--- src/rtl/ic_refill_streamer.sv ---
// ic_refill_streamer: L2-side responder for instruction-cache line refills.
// On a miss it latches the line base, reads the whole line from backing
// memory into a local buffer, then streams it to the cache as BEATS
// back-to-back 64-bit beats followed by a single cooldown cycle.
module ic_refill_streamer #(
  parameter int B      = 64,
  parameter int ADDR_W = 32
) (
  input  logic              clk_i,
  input  logic              reset_i,
  input  logic              ic_miss_i,
  input  logic [ADDR_W-1:0] ic_miss_addr_i,
  output logic              ic_repl_grant_o,
  output logic [63:0]       rep_word_o,
  output logic              busy_o,
  output logic              mem_req_o,
  output logic [ADDR_W-1:0] mem_addr_o,
  input  logic              mem_ready_i,
  input  logic              mem_rvalid_i,
  input  logic [63:0]       mem_rdata_i
);

  localparam int BEATS = B / 8;
  localparam int BW    = $clog2(BEATS);
  localparam int CW    = BW + 1;

  typedef enum logic [1:0] {IDLE, FILL, STREAM, COOLDOWN} state_t;

  state_t            state, state_nxt;
  logic [CW-1:0]     issue_cnt, resp_cnt;
  logic [BW-1:0]     beat;
  logic [ADDR_W-1:0] base;
  logic [63:0]       line_buf [BEATS];
  logic              issue, take, last_resp;

  // Responses past the end of the line are dropped, so the buffer index
  // never leaves the line.
  assign issue     = mem_req_o && mem_ready_i;
  assign take      = (state == FILL) && mem_rvalid_i && (resp_cnt < CW'(BEATS));
  assign last_resp = take && (resp_cnt == CW'(BEATS - 1));

  // Next-state and output decode; every output defaults to its idle value.
  always_comb begin
    state_nxt       = state;
    ic_repl_grant_o = 1'b0;
    rep_word_o      = '0;
    busy_o          = (state != IDLE);
    mem_req_o       = 1'b0;
    mem_addr_o      = '0;
    case (state)
      IDLE: begin
        if (ic_miss_i) state_nxt = FILL;
      end
      FILL: begin
        mem_req_o = (issue_cnt < CW'(BEATS));
        if (mem_req_o) mem_addr_o = base + (ADDR_W'(issue_cnt) << 3);
        if (last_resp) state_nxt = STREAM;
      end
      STREAM: begin
        ic_repl_grant_o = 1'b1;
        rep_word_o      = line_buf[beat];
        if (beat == BW'(BEATS - 1)) state_nxt = COOLDOWN;
      end
      COOLDOWN: begin
        state_nxt = IDLE;
      end
      default: begin
        state_nxt = IDLE;
      end
    endcase
  end

  // Control state: FSM register and the issue/response/beat counters.
  always_ff @(posedge clk_i) begin
    if (reset_i) begin
      state     <= IDLE;
      issue_cnt <= '0;
      resp_cnt  <= '0;
      beat      <= '0;
    end else begin
      state <= state_nxt;
      if (state == FILL) begin
        if (issue) issue_cnt <= issue_cnt + CW'(1);
        if (take)  resp_cnt  <= resp_cnt + CW'(1);
      end else begin
        issue_cnt <= '0;
        resp_cnt  <= '0;
      end
      if (state == STREAM) beat <= beat + BW'(1);
      else                 beat <= '0;
    end
  end

  // Datapath: line base captured only while idle, buffer filled in response order.
  always_ff @(posedge clk_i) begin
    if (state == IDLE && ic_miss_i) base <= ic_miss_addr_i & ~ADDR_W'(B - 1);
    if (take) line_buf[resp_cnt[BW-1:0]] <= mem_rdata_i;
  end

endmodule

--- config.mk ---
export PLATFORM = sky130hd
export DESIGN_NAME = ic_refill_streamer
export DESIGN_NICKNAME = d
export VERILOG_FILES = /design/src/rtl/ic_refill_streamer.sv
export SDC_FILE = /design/constraint.sdc
export NUM_CORES = 1
export LEC_CHECK = 0
export ABC_AREA = 1
export BUFFER_PORTS_ARGS = -buffer_cell sky130_fd_sc_hd__buf_4
export CAP_MARGIN = 20
export CELL_PAD_IN_SITES_DETAIL_PLACEMENT = 0
export CELL_PAD_IN_SITES_GLOBAL_PLACEMENT = 1
export CORE_ASPECT_RATIO = 0.5
export CORE_MARGIN = 5
export CORE_UTILIZATION = 40
export CTS_CLUSTER_DIAMETER = 100
export CTS_CLUSTER_SIZE = 20
export DETAILED_ROUTE_END_ITERATION = 6
export GPL_TIMING_DRIVEN = 0
export MAX_ROUTING_LAYER = met4
export PLACE_DENSITY = 0.68
export SYNTH_ARGS = -nofsm -noshare
export SYNTH_HDL_FRONTEND = slang
export SYNTH_SLANG_ARGS = --single-unit
--- constraint.sdc ---
create_clock -name clk_i -period 5.5 [get_ports clk_i]
set_input_delay 0.275 -clock clk_i [delete_from_list [all_inputs] [get_ports clk_i]]
set_output_delay 0.275 -clock clk_i [all_outputs]
set_load 0.02 [all_outputs]
==> results.json, run 1 <==
{
  "viasPerCell": 4.95,
  "clock_latency_ns": 0.61,
  "post_drt_wl_per_cell_um": 19.4,
  "layout-drive-gt1-share_pct": 13.1,
  "startpoint_type": "flip-flop",
  "max_cap_violations": 0,
  "core_region_area_sq_um": 55300,
  "cts.sink_count": 551,
  "drc": 0,
  "io_buffers": 190,
  "antenna_found_initial": 0,
  "numCtsBuffers": 31,
  "initialDrtViolationCount": 1168,
  "initial_core_util_pct": 40.2,
  "highest_layer": "met4",
  "seq_area_frac_synth_pct": 74.0,
  "n_antenna_cell": 0,
  "route.vias.total": 14797,
  "utilization_pct": 48.3,
  "fmax_mhz": 274,
  "multi_input_area_sq_um": 5080,
  "rows": 61,
  "final_common_cell": "nor2_1",
  "route.met3.wl_um": 3060,
  "worst-path-buf-inv": 4,
  "gp_congestion": 0.763,
  "syn_area_sq_um": 22200,
  "cts_root_buffer": "clkbuf_16",
  "cpMostUsedCell": "clkbuf_1",
  "worstHoldPathType": "input pin to flip-flop",
  "die_area_sq_um": 60600,
  "die_h_um": 177,
  "slew-limit-headroom_pct": 29.5,
  "ir_drop_uv": 213,
  "htree_levels": 1,
  "ioPinCount": 200,
  "required_ns": 5.22,
  "crit_path_max_fanout": 10,
  "synthCells": 1893,
  "drtAntennaViolNets": 0,
  "leakage_nw": 9.32,
  "yosys_warnings": 0,
  "arrival_ns": 3.38,
  "endpoint_kind": "output port",
  "finalMaxSlewViolations": 0,
  "grt_use_total_pct": 19.4,
  "wl_met1_um": 25800,
  "die_w_um": 343,
  "fin_ws_ns": 1.85,
  "syn_area_per_cell_sq_um": 11.7,
  "cp_top_family": "buffers and inverters",
  "period_minus_slack_ns": 3.65,
  "p_per_area_nw_per_um2": 346,
  "layout.nets": 2333,
  "cts_tree": "yes",
  "path_class": "flip-flop to output port",
  "fin_crit_sh_pct": 66.4,
  "ff_latch_area_sq_um": 16400,
  "wl_met2_um": 28100,
  "routed_wl_um": 58100,
  "rsz0062_at_grt": "no",
  "async_reset_ff_share_pct": 0,
  "grt_pass1_wl_um": 86700,
  "synth_edf_count": 538,
  "final_hold_viol_count": 0,
  "setup_viol": 0,
  "worstMarginPinSlew_ns": 1.06,
  "fillers": 4957,
  "overflow": 0,
  "path_clk_slew_ns": 0.09,
  "crit_slowest_cell": "clkbuf_1",
  "setup_tns_ns": 0,
  "grt_max_degree": 57,
  "dp_hpwl_um": 36700,
  "cp_slowest_stage_delay_ns": 0.83,
  "cts_buffer_depth": 3,
  "grt_pass1_vias": 14345,
  "fin_skew_ns": 0.0248,
  "outcome": "finished, final reports clean",
  "area_growth_pct": 20.3,
  "path_cells": "inv_1 > ha_1 > clkbuf_1 > clkbuf_1 > nand2_1 > nor2_1 > buf_4",
  "final_cell_mix": "nor2_1 (636), edfxtp_1 (538), o21ai_0 (215)",
  "yosys_register_bits": 551,
  "preCtsSetupSlack_ns": 2.37,
  "synth-main-ff-cell": "edfxtp_1",
  "drt_pass1_iterations": 5,
  "synth_cell_types": 20
}
[worst register-to-register path, cell delays in order (launching register included)]
cell	delay (ns)
dfxtp_1	0.34
inv_1	0.09
ha_1	0.28
nand2_1	0.08
nor2_1	0.31
inv_1	0.13
nor2_1	0.16
inv_1	0.16
nor2_4	0.72
buf_12	0.29
buf_12	0.23
[through the flow]
| stage | power, mW | area (sq um) | hold slack (ns) | std cells |
|---|---|---|---|---|
| 3_3_place_gp | 6.98 | 24600 | 0.454 | 2841 |
| 3_5_place_dp | 6.99 | 24900 | 0.454 | 2856 |
| 4_1_cts | 9.34 | 26700 | 0.0753 | 2992 |
| 2_1_floorplan | 6.07 | 22200 | 0.353 | 1895 |
| 6_report | 9.25 | 26700 | 0.101 | 2992 |
| 5_1_grt | 9.69 | 26700 | 0.102 | 2992 |
[cells by family after synthesis]
logic type	after synthesis	synth area share, %
compound gates	337	7.63
fa+ha+maj	7	0.395
buf+inv	161	3.43
flops	551	74.0
other cells	1	0.0169
simple gates	836	14.6
[synth_stat cells, types with 12 or more instances]
cell	count	area [sq um]
edfxtp_1	538	16200
inv_1	50	188
clkbuf_1	52	195
nand2_1	119	447
buf_1	12	45.0
nand3_1	71	355
buf_2	24	120
o21ai_0	215	1080
dfxtp_1	13	260
buf_6	13	146
o21ai_1	109	546
nor2_1	643	2410
[where the power goes]
part	switching [mW]	internal (mW)
clock network	1.30	1.04
registers	0.0522	4.75
logic	1.40	0.706
total	2.75	6.49
[layout make-up]
type / instances / area share [%]
inverters: 52 / 0.740
clock inverters: 2 / 0.0750
flip-flops and latches: 551 / 61.5
repair buffers: 297 / 9.95
clock buffers: 42 / 3.06
well taps: 756 / 3.54
plain buffers: 109 / 2.12
multi-input cells: 1183 / 19.0
[flip-flops by register name, indices dropped and copies added (netlist names)]
name       cells
issue_cnt      4
base          26
state          2
resp_cnt       4
line_buf     512
beat           3
[worst paths after layout]
kind,slack (ns),cells past startpoint,startpoint,endpoint
worst max-delay path,1.85,7,state[0],rep_word_o[56]
worst max register to register,2.38,10,state[1],line_buf[3][43]
worst min-delay path,0.10,5,mem_rvalid_i,resp_cnt[2]
worst min register to register,0.49,2,resp_cnt[3],resp_cnt[3]
[what timing repair did]
item / 4_1_cts / 5_1_grt
buffers inserted: 0 / 0
endpoints found under the hold margin: 542 / 0
gates resized for setup: 0 / 0
hold buffers: 92 / 0
[routing by layer]
layer	vias up	global-route usage, %
met2	379	32.4
li1	7178	-
met1	7165	26.0
met4	0	3.88
met5	-	-
met3	75	2.46
Power figures use the tool's default switching activity.
==> run 2: changes to the inputs <==
- clock period: 5.5 -> 3.5 ns (I/O delays scaled with it)
==> results.json, run 2 (same netlist as run 1, synthesis figures left out) <==
{
  "outcome": "finished, final reports clean",
  "cts_buffer_depth": 3,
  "ir_drop_uv": 344,
  "numCtsBuffers": 31,
  "grt_use_total_pct": 19.4,
  "grt_max_degree": 34,
  "r2r_start": "state[1]",
  "seq_power_share_pct": 51.8,
  "die_w_um": 343,
  "power_mw": 14.6,
  "io_buffers": 190,
  "required_ns": 3.32,
  "setup_tns_ns": 0,
  "layout-drive-gt1-share_pct": 13.2,
  "power_frac_comb_pct": 23.0,
  "path_class": "flip-flop to output port",
  "core_region_area_sq_um": 55300,
  "routed_wl_um": 57500,
  "cts_tree": "yes",
  "hold_ws_ns": 0.0414,
  "layout.nets": 2336,
  "ioPinCount": 200,
  "setup_viol": 0,
  "antenna_found_initial": 0,
  "viasPerCell": 4.94,
  "r2r_slack_ns": 0.50,
  "crit_start": "state[0]",
  "clock_latency_ns": 0.61,
  "post_drt_wl_per_cell_um": 19.2,
  "finalMaxSlewViolations": 0,
  "rsz0062_at_grt": "no",
  "drt_pass1_iterations": 5,
  "fin_skew_ns": 0.00974,
  "area_growth_pct": 20.6,
  "dp.cells": 2858,
  "leakage_nw": 9.36,
  "startpoint_type": "flip-flop",
  "grt_pass1_vias": 14661,
  "crit_path_max_fanout": 10,
  "fmax_mhz": 313,
  "overflow": 0,
  "fin_ws_ns": 0.309,
  "fillers": 4975,
  "cts.sink_count": 551,
  "drtAntennaViolNets": 0,
  "hold_start": "mem_rvalid_i",
  "route.vias.total": 14795,
  "final_hold_viol_count": 0,
  "worstMarginPinSlew_ns": 0.984,
  "ff2ff_path_depth": 10,
  "min_to": "resp_cnt[1]",
  "worstHoldPathType": "input pin to flip-flop",
  "path_clk_slew_ns": 0.08,
  "dp_hpwl_um": 37300,
  "die_area_sq_um": 60600,
  "fin_crit_sh_pct": 91.2,
  "endpoint_kind": "output port",
  "switchingPower_mw": 4.33,
  "drc": 0,
  "n_antenna_cell": 0,
  "htree_levels": 1,
  "switching_share_pct": 29.8,
  "reg2reg_to": "line_buf[1][31]",
  "p_per_area_nw_per_um2": 544,
  "gp_congestion": 0.752,
  "max_cap_violations": 0,
  "arrival_ns": 3.02,
  "worstHoldPathCells": 5,
  "cts_root_buffer": "clkbuf_16",
  "final_cell_mix": "nor2_1 (636), edfxtp_1 (538), o21ai_0 (215)",
  "period_minus_slack_ns": 3.19,
  "initialDrtViolationCount": 1088,
  "clockPowerShare_pct": 25.2,
  "final_common_cell": "nor2_1",
  "die_h_um": 177,
  "p_int_mw": 10.2,
  "initial_core_util_pct": 40.2,
  "stdcell_count": 2995,
  "rows": 61,
  "largest_reg_flops": 512,
  "preCtsSetupSlack_ns": 0.495,
  "grt_pass1_wl_um": 87000,
  "slew-limit-headroom_pct": 34.3
}
run 2: changes by cell type in the layout (fill, tap and decap cells not counted):
cell,before,now
buf_16,1,4
dlygate4sd3_1,92,93
clkbuf_1,63,62
clkbuf_2,0,1
buf_12,14,13
run 2: metrics by stage:
step	utilization, %	area, sq um
floorplan	-	22200
global placement	44.5	24600
detailed placement	45.2	25000
CTS	48.4	26800
global route	48.4	26800
finish	48.4	26800
run 2: power groups by stage:
stage / sequential, mW / combinational (mW) / clock (mW)
final: 7.55 / 3.34 / 3.67
after global routing: 7.57 / 3.70 / 3.99
after CTS: 7.55 / 3.40 / 3.75
after detailed placement: 7.70 / 3.31 / 0
after global placement: 7.72 / 3.23 / 0
after floorplan: 7.69 / 1.85 / 0
run 2: worst max-delay path, stage by stage (launching register included):
cell      delay, ns
dfxtp_1        0.33
inv_1          0.08
ha_1           0.39
clkbuf_2       0.51
clkbuf_1       0.54
nand2_1        0.13
nor2_1         0.22
buf_4          0.19
run 2: metal layers:
layer / GRT usage, % / up-vias / wire [um]
met4: 3.35 / 0 / 928
met2: 32.4 / 354 / 27700
met5: - / - / 0
li1: - / 7196 / -
met3: 2.76 / 63 / 3020
met1: 25.9 / 7182 / 25900
run 2: timing repair:
action                                  in CTS  in global routing
resized for setup                            1                  0
endpoints found under the setup margin      12                  0
endpoints found under the hold margin      551                  0
setup buffers                                0                  0
hold buffers                                93                  0
run 2: cell type report:
class	count	area [sq um]	area share [%]
buffer	109	568	2.12
clock buffer	42	817	3.05
clock inverter	2	20.0	0.0748
inverter	52	198	0.738
multi-input combinational	1183	5080	19.0
sequential	551	16400	61.3
tap	756	946	3.53
timing repair buffer	300	2730	10.2
run 2: worst max path at each step:
| stage | end |
|---|---|
| CTS | rep_word_o[56] |
| finish | rep_word_o[56] |
| global placement | line_buf[3][28] |
| global route | rep_word_o[56] |
| detailed placement | line_buf[1][28] |
| floorplan | line_buf[1][0] |
==> run 3: changes to the inputs <==
- CELL_PAD_IN_SITES_DETAIL_PLACEMENT: 0 -> 1
- CELL_PAD_IN_SITES_GLOBAL_PLACEMENT: 1 -> 2
- PLACE_DENSITY: 0.68 -> 0.79
==> results.json, run 3 (same netlist as run 1, synthesis figures left out) <==
{
  "layout-drive-gt1-share_pct": 13.4,
  "fmax_mhz": 313,
  "p_per_area_nw_per_um2": 545,
  "initial_core_util_pct": 40.2,
  "startpoint_type": "flip-flop",
  "cts.sink_count": 551,
  "worstMarginPinSlew_ns": 0.996,
  "gp_congestion": 0.745,
  "rows": 61,
  "path_clk_slew_ns": 0.09,
  "grt_pass1_wl_um": 95600,
  "final_common_cell": "nor2_1",
  "slew-limit-headroom_pct": 33.5,
  "antenna_found_initial": 0,
  "grt_use_total_pct": 21.4,
  "initialDrtViolationCount": 1065,
  "arrival_ns": 3.52,
  "crit_path_max_fanout": 23,
  "final_cell_mix": "nor2_1 (636), edfxtp_1 (538), o21ai_0 (215)",
  "die_w_um": 343,
  "rsz0062_at_grt": "no",
  "layout.nets": 2340,
  "ioPinCount": 200,
  "cts_setup_buffers": 0,
  "routed_wl_um": 63500,
  "fin_crit_sh_pct": 91.4,
  "cts_root_buffer": "clkbuf_16",
  "setup_viol": 0,
  "drt_pass1_iterations": 5,
  "required_ns": 3.82,
  "leakage_nw": 9.42,
  "htree_levels": 1,
  "finalMaxSlewViolations": 0,
  "worst-path-buf-inv": 6,
  "overflow": 0,
  "finalInstanceArea_sq_um": 26900,
  "core_region_area_sq_um": 55300,
  "largest_reg_flops": 512,
  "worstHoldPathType": "input pin to flip-flop",
  "drc": 0,
  "route.vias.total": 15295,
  "outcome": "finished, final reports clean",
  "cts_buffer_depth": 3,
  "power_mw": 14.7,
  "period_minus_slack_ns": 3.20,
  "dp_hpwl_um": 42400,
  "endpoint_kind": "flip-flop",
  "io_buffers": 190,
  "path_class": "flip-flop to flip-flop",
  "viasPerCell": 5.10,
  "post_drt_wl_per_cell_um": 21.2,
  "area_growth_pct": 21.3,
  "path_cells": "inv_1 > ha_1 > nand2_1 > nor2_1 > inv_1 > nor2_1 > inv_1 > nor2_4 > buf_16 > buf_16 > buf_16",
  "dpl-instance-area_sq_um": 25100,
  "crit_slowest_cell": "nor2_4",
  "cts_tree": "yes",
  "ir_drop_uv": 394,
  "grt_pass1_vias": 16023,
  "preCtsSetupSlack_ns": 0.252,
  "final_hold_viol_count": 0,
  "max_cap_violations": 0,
  "fin_ws_ns": 0.300,
  "grt_max_degree": 47,
  "die_h_um": 177,
  "drtAntennaViolNets": 0,
  "numCtsBuffers": 31,
  "cp_slowest_stage_delay_ns": 0.71,
  "cp_top_family": "simple AND/OR/NAND/NOR gates",
  "clock_latency_ns": 0.62,
  "die_area_sq_um": 60600,
  "fin_skew_ns": 0.0129
}
[run 3: cell count changes in the layout (fill, tap and decap cells not counted)]
cell | before | now
buf_12 | 13 | 9
buf_16 | 4 | 12
diode_2 | 0 | 1
[run 3: through the flow]
step	hold WS (ns)	instances	TNS, ns	utilization (%)
final	0.0364	3000	0	48.7
after global routing	0.0726	2999	0	48.7
after CTS	0.0177	2999	0	48.7
after detailed placement	0.354	2862	0	45.5
after global placement	0.354	2841	-1146.58	44.5
after floorplan	0.253	1895	-151.63	-
[run 3: area by class of cell]
type,count,area [sq um]
Sequential cell,551,16400
Timing Repair Buffer,304,2870
Fill cell,5881,28300
Inverter,52,198
Clock inverter,2,20.0
Multi-Input combinational cell,1183,5080
Antenna cell,1,2.50
Clock buffer,42,817
Tap cell,756,946
Buffer,109,568
[run 3: report_power, final]
| group | leakage [nW] | internal (mW) | switching (mW) |
|---|---|---|---|
| combinational | 4.05 | 1.13 | 2.27 |
| clock | 0.406 | 1.63 | 2.09 |
| sequential | 4.96 | 7.47 | 0.0860 |
| total | 9.42 | 10.2 | 4.44 |
[run 3: timing repair]
action	in CTS	in global routing
setup endpoints to repair	11	0
endpoints found under the hold margin	551	0
hold buffers	93	0
resized for setup	1	0
[run 3: worst paths after layout]
kind	startpoint	to	slack [ns]	depth (start not counted)
worst min-delay path	mem_rvalid_i	resp_cnt[1]	0.04	5
worst max-delay path	state[1]	line_buf[5][29]	0.30	11
worst max register to register	state[1]	line_buf[5][29]	0.30	11
worst min register to register	issue_cnt[2]	issue_cnt[2]	0.49	2
[run 3: per-layer routing]
metal	track usage, %	part of all wire, %	up-vias
li1	-	-	7213
met5	-	0	-
met3	2.56	4.0	84
met1	27.9	44	7692
met4	4.07	2.0	0
met2	36.7	50	306
[run 3: tightest hold or removal path, cell delays in order]
cell and delay (ns):
buf_4 0.11, nand2_1 0.05, nor2_1 0.10, inv_1 0.11
a211oi_1 0.07
